===== config.mk =====
export PLATFORM = sky130hd
export DESIGN_NAME = ycbcr_block_sequencer
export DESIGN_NICKNAME = d
export VERILOG_FILES = /design/src/rtl/ycbcr_block_sequencer.sv
export SDC_FILE = /design/constraint.sdc
export NUM_CORES = 2
export LEC_CHECK = 0
export ABC_AREA = 0
export CAP_MARGIN = 0
export CORE_AREA = 10 10 604 606
export CTS_BUF_LIST = sky130_fd_sc_hd__clkbuf_4
export CTS_CLUSTER_SIZE = 25
export DETAILED_ROUTE_END_ITERATION = 6
export DIE_AREA = 0 0 614 616
export GPL_TIMING_DRIVEN = 0
export PLACE_DENSITY = 0.39
export SETUP_SLACK_MARGIN = 0.2
export SKIP_LAST_GASP = 1
export SLEW_MARGIN = 15
export SYNTH_ARGS = -nofsm -noshare
export SYNTH_HDL_FRONTEND = slang
export SYNTH_SLANG_ARGS = --single-unit

===== constraint.sdc =====
create_clock -name clk -period 3.78 [get_ports clk]
set_input_delay 0.945 -clock clk [delete_from_list [all_inputs] [get_ports clk]]
set_output_delay 0.945 -clock clk [all_outputs]
set_load 0.005 [all_outputs]

===== src/rtl/ycbcr_block_sequencer.sv =====
// Block sequencer for the 64-lane RGB->YCbCr array.
// Fills an 8x8 RGB block, freezes it while the converter settles, then hands it off.
//
// Ports:
//   clk, rst_n                   clock and async active-low reset
//   pix_valid/pix_ready          upstream pixel handshake
//   pix_r/g/b, pix_last          pixel components and end-of-block marker
//   r_all/g_all/b_all            frozen block buses to the converter
//   blk_valid/blk_ready          downstream block handshake
//   busy                         a block is partially filled, settling or held
//   blk_count                    blocks handed off (wraps)
//   err_sync                     sticky pix_last framing error
module ycbcr_block_sequencer #(
    parameter int INPUT_WIDTH   = 8,
    parameter int PIXELS        = 64,
    parameter int CONV_LATENCY  = 4,
    parameter int BLK_CNT_WIDTH = 16
) (
    input  logic                          clk,
    input  logic                          rst_n,
    input  logic                          pix_valid,
    output logic                          pix_ready,
    input  logic [INPUT_WIDTH-1:0]        pix_r,
    input  logic [INPUT_WIDTH-1:0]        pix_g,
    input  logic [INPUT_WIDTH-1:0]        pix_b,
    input  logic                          pix_last,
    output logic [INPUT_WIDTH*PIXELS-1:0] r_all,
    output logic [INPUT_WIDTH*PIXELS-1:0] g_all,
    output logic [INPUT_WIDTH*PIXELS-1:0] b_all,
    output logic                          blk_valid,
    input  logic                          blk_ready,
    output logic                          busy,
    output logic [BLK_CNT_WIDTH-1:0]      blk_count,
    output logic                          err_sync
);

    localparam int BUS_W = INPUT_WIDTH * PIXELS;
    localparam int CW    = $clog2(CONV_LATENCY + 1);

    localparam logic [5:0]    LAST_IDX = 6'(PIXELS - 1);
    localparam logic [CW-1:0] LAT      = CW'(CONV_LATENCY);

    typedef enum logic [1:0] {
        FILL,
        WAIT,
        HOLD
    } state_t;

    state_t                   state, state_n;
    logic [5:0]               idx, idx_n;
    logic [CW-1:0]            cnt, cnt_n;
    logic [BUS_W-1:0]         r_n, g_n, b_n;
    logic                     ready_n, valid_n, busy_n, err_n;
    logic [BLK_CNT_WIDTH-1:0] count_n;
    logic                     accept;

    always_ff @(posedge clk or negedge rst_n) begin
        if (!rst_n) begin
            state     <= FILL;
            idx       <= '0;
            cnt       <= '0;
            r_all     <= '0;
            g_all     <= '0;
            b_all     <= '0;
            pix_ready <= 1'b0;
            blk_valid <= 1'b0;
            busy      <= 1'b0;
            blk_count <= '0;
            err_sync  <= 1'b0;
        end else begin
            state     <= state_n;
            idx       <= idx_n;
            cnt       <= cnt_n;
            r_all     <= r_n;
            g_all     <= g_n;
            b_all     <= b_n;
            pix_ready <= ready_n;
            blk_valid <= valid_n;
            busy      <= busy_n;
            blk_count <= count_n;
            err_sync  <= err_n;
        end
    end

    always_comb begin
        state_n = state;
        idx_n   = idx;
        cnt_n   = cnt;
        r_n     = r_all;
        g_n     = g_all;
        b_n     = b_all;
        ready_n = pix_ready;
        valid_n = blk_valid;
        count_n = blk_count;
        err_n   = err_sync;
        accept  = pix_valid && pix_ready;

        unique case (state)
            FILL: begin
                ready_n = 1'b1;
                if (accept) begin
                    r_n[idx*INPUT_WIDTH +: INPUT_WIDTH] = pix_r;
                    g_n[idx*INPUT_WIDTH +: INPUT_WIDTH] = pix_g;
                    b_n[idx*INPUT_WIDTH +: INPUT_WIDTH] = pix_b;
                    if (idx == LAST_IDX) begin
                        // Missing marker is flagged but the block still goes out.
                        if (!pix_last) err_n = 1'b1;
                        idx_n   = '0;
                        cnt_n   = LAT;
                        ready_n = 1'b0;
                        state_n = WAIT;
                    end else if (pix_last) begin
                        // Early marker: restart the block, stale lanes get overwritten.
                        err_n = 1'b1;
                        idx_n = '0;
                    end else begin
                        idx_n = idx + 6'd1;
                    end
                end
            end
            WAIT: begin
                if (cnt == CW'(1)) begin
                    cnt_n   = '0;
                    valid_n = 1'b1;
                    state_n = HOLD;
                end else begin
                    cnt_n = cnt - CW'(1);
                end
            end
            HOLD: begin
                if (blk_ready) begin
                    valid_n = 1'b0;
                    count_n = blk_count + BLK_CNT_WIDTH'(1);
                    ready_n = 1'b1;
                    state_n = FILL;
                end
            end
            default: begin
                state_n = FILL;
            end
        endcase

        busy_n = (state_n != FILL) || (idx_n != '0);
    end

endmodule


==> impl_metrics.tcl <==
set metrics [dict create \
    worstReg2RegEnd "b_all[388]$_DFFE_PN0P_" \
    report.final.hold_viol_count 0 \
    switching_share 0.3050 \
    design.die.area_sq_um 378200 \
    synth_nets 4841 \
    required_arrival_time_at_the_worst_endpoint_ns 4.95 \
    layout.cells.most_common_list "sky130_fd_sc_hd__dfrtp_1 (1567), sky130_fd_sc_hd__clkdlybuf4s50_1 (1505), sky130_fd_sc_hd__clkbuf_4 (702), sky130_fd_sc_hd__mux2_2 (690), sky130_fd_sc_hd__nand2_1 (679)" \
    finClkSkew_ns 0.1570 \
    netlist_area_pre_place_sq_um 61780 \
    clk_transition_reported_paths_ns 0.06 \
    drive_gt1_frac 0.2715 \
    irDropWorstVdd_v 0.0002568 \
    critPathMaxStageDelay_ns 0.45 \
    global_route_wire_length_before_repair_um 505200 \
    worst-endpoint-arrival_ns 4.68 \
    synth_edf_count 0 \
    maxClockFrequency_ghz 0.2851 \
    port_buffers 1559 \
    share_seq_of_total_power 0.444 \
    ctsLongestPathBuffers 4 \
    outcome "complete, no violations" \
    nFillCells 37202 \
    critPathCapture "b_all[388]$_DFFE_PN0P_" \
    placeableCoreArea_sq_um 352100 \
    layout.area.seq_sq_um 39210 \
    first_pass_iters 5 \
    postRouteWirelength_um 389100 \
    via_per_inst 4.164 \
    pin_count 1585 \
    routed-via-count 50083 \
    grt_start_max_net_pins 145 \
    tritoncts_clock_tree "built" \
    power.net_switching_w 0.01209 \
    reg2reg_start "idx[1]$_DFF_PN0_" \
    p_leak_nw 42.33 \
    critPathCaptureType "flip-flop" \
    regToRegSetupSlack_ns 0.27 \
    die_x_um 614 \
    vias_in_the_first_global_route 51710 \
    clock_insertion_delay_worst_skew_ns 1.45 \
    avgRoutedWirePerCell_um 32.35 \
    ys_seq_elements 1567 \
    drc_errors 0 \
    holdWs_ns 0.2669 \
    mostFrequentLayoutCell "sky130_fd_sc_hd__dfrtp_1" \
    setup_viol 0 \
    chipHeight_um 616 \
    tightest_slew_ns 1.219 \
    clock-root-buffer "sky130_fd_sc_hd__clkbuf_4" \
    period_share 0.9281 \
    maxSlewViolCount 0 \
    finalCoreUtilization 0.2609 \
    totalPowerFinal_w 0.03964 \
    yosys_most_used_dff "sky130_fd_sc_hd__dfrtp_1" \
    number_of_buffers_created_by_cts 461 \
    critical-path-slowest-cell "sky130_fd_sc_hd__or3_4" \
    maxSlewHeadroom 0.1871 \
    std_cell_rows 218 \
    power.density_nw_per_um2 431.6 \
    critical_path_class "flip-flop to flip-flop" \
    floorplan.initialDensity 0.1755 \
    multi_input_comb_area_sq_um 20740 \
    drt_first_iter_violations 3337 \
    dpl.hpwl_um 309400 \
    synthesis.area_per_instance_sq_um 12.86 \
    htree_levels 5 \
    gr_overflow_total 0 \
    area_delta_synth_final_pct 48.69 \
    detail-route-antenna-nets 0 \
    synth.lib_cells_used.distinct 73 \
    timing.critical_path.from "idx[1]$_DFF_PN0_" \
    worst_hold_path_type "input pin to async pin" \
    asyncSetResetFlopFracSynth 1.000 \
    timing.reg2reg.worst_path_depth 13 \
    clock_power_share 0.421 \
    power_report.internal_total_w 0.02755 \
    crit_path_start_kind "flip-flop" \
    grt_antenna_before_repair 66 \
    synth.yosys.warnings 0 \
    critPathMaxFanout 10 \
    nNetsFinal 6972 \
    grt_setup_unrepaired "yes" \
    cts.sink_count 1567 \
    grt.total_usage 0.1962 \
    gpl.final_weighted_congestion 0.8760 \
    maxCapViolations 0 \
    postSynthCellCount 4806 \
    pwr-share-comb 0.135 \
    crit_chain "buf_2 > or3_4 > nor3_4 > ha_4 > buf_4 > a211oi_4 > nand3_4 > buf_12 > buf_4 > nor2_4 > buf_12 > buf_2 > mux2_2" \
    period_needed_ns 3.508 \
    synth_seq_area_share 0.6347 \
]
[logic make-up after synthesis]
| group | synth area share |
|---|---|
| AO/OA/AOI/OAI | 0.06430 |
| XOR/XNOR | 0.003949 |
| adder cells (fa/ha/maj) | 0.001215 |
| buffers and inverters | 0.03783 |
| flip-flops | 0.6347 |
| multiplexers | 0.1755 |
| AND/OR/NAND/NOR | 0.08257 |
[cells in the mapped netlist (all sizes together), types with 12 or more instances]
| cell type | number | area [sq um] |
|---|---|---|
| o2111ai | 13 | 113.9 |
| nor2 | 106 | 422.9 |
| clkbuf | 220 | 825.8 |
| and2 | 28 | 175.2 |
| nand3 | 123 | 743.2 |
| xnor2 | 17 | 167.7 |
| inv | 105 | 394.1 |
| mux2 | 936 | 10840 |
| o31ai | 194 | 1456 |
| dfrtp | 1567 | 39210 |
| and3 | 79 | 494.2 |
| nand2 | 704 | 2673 |
| o21ai | 420 | 2117 |
| nor3 | 12 | 86.34 |
| buf | 182 | 1117 |
[power by group through the flow]
stage / clock [W] / combinational (W) / sequential, W
finish: 0.0167 / 0.00535 / 0.0176
global route: 0.0182 / 0.00567 / 0.0177
CTS: 0.0173 / 0.00543 / 0.0176
floorplan: 0 / 0.00149 / 0.0179
detailed placement: 0 / 0.00516 / 0.0179
global placement: 0 / 0.00484 / 0.0180
[final cells by class]
| cell class | count | share of cell area |
|---|---|---|
| Tap cell | 4730 | 0.06442 |
| Antenna cell | 42 | 0.001144 |
| Sequential cell | 1567 | 0.4269 |
| Timing Repair Buffer | 1669 | 0.1894 |
| Inverter | 105 | 0.004372 |
| Clock inverter | 114 | 0.007981 |
| Clock buffer | 669 | 0.05467 |
| Multi-Input combinational cell | 2732 | 0.2258 |
| Buffer | 401 | 0.02542 |
[stage by stage]
step / instances / area [sq um] / TNS (ns) / worst slack (ns)
after floorplan: 4806 / 61780 / 0 / 0.8022
after global placement: 11095 / 83310 / - / -75.20
after detailed placement: 11134 / 84290 / -650.02 / -1.304
after CTS: 11971 / 91270 / -0.1341 / -0.04403
after global routing: 11994 / 91780 / 0 / 0.1813
final: 12029 / 91860 / 0 / 0.2719
[critical path, delay by kind of cell (launching register included)]
family / cells / cell delay, ns
AND/OR/NAND/NOR: 4 / 0.85
adder cells (fa/ha/maj): 1 / 0.24
multiplexers: 1 / 0.37
buffers and inverters: 6 / 1.16
AO/OA/AOI/OAI: 1 / 0.24
flip-flops: 1 / 0.38
[routing by layer]
| metal | GRT usage | vias to the layer above | wire [um] |
|---|---|---|---|
| met5 | 0 | - | 73 |
| met4 | 0.06817 | 10 | 16480 |
| met3 | 0.05296 | 545 | 30080 |
| met2 | 0.3437 | 2045 | 192800 |
| met1 | 0.2301 | 26395 | 149700 |
| li1 | - | 21088 | - |
[flip-flops by register name, indices dropped and copies added, names as in the netlist]
name,flops
b_all,512
g_all,512
r_all,512
blk_count,16
idx,6
cnt,3
state,2
blk_valid,1
busy,1
err_sync,1
pix_ready,1
[repair_timing]
item	in CTS	in global routing
hold buffers	6	0
endpoints found under the hold margin	366	0
pin swaps	24	10
buffers inserted	48	15
gates cloned	1	0
endpoints found under the setup margin	1630	924
resized for setup	186	178
[worst min-delay path by stage]
stage,startpoint,end,slack (ns),cells after the start
floorplan,err_sync$_DFFE_PN0P_,err_sync$_DFFE_PN0P_,0.45,1
global placement,err_sync$_DFFE_PN0P_,err_sync$_DFFE_PN0P_,0.45,1
detailed placement,err_sync$_DFFE_PN0P_,err_sync$_DFFE_PN0P_,0.45,1
CTS,pix_b[3],b_all[235]$_DFFE_PN0P_,0.02,4
global route,pix_b[4],b_all[508]$_DFFE_PN0P_,0.11,3
finish,rst_n,g_all[493]$_DFFE_PN0P_,0.27,3
Power figures use the tool's default switching activity.
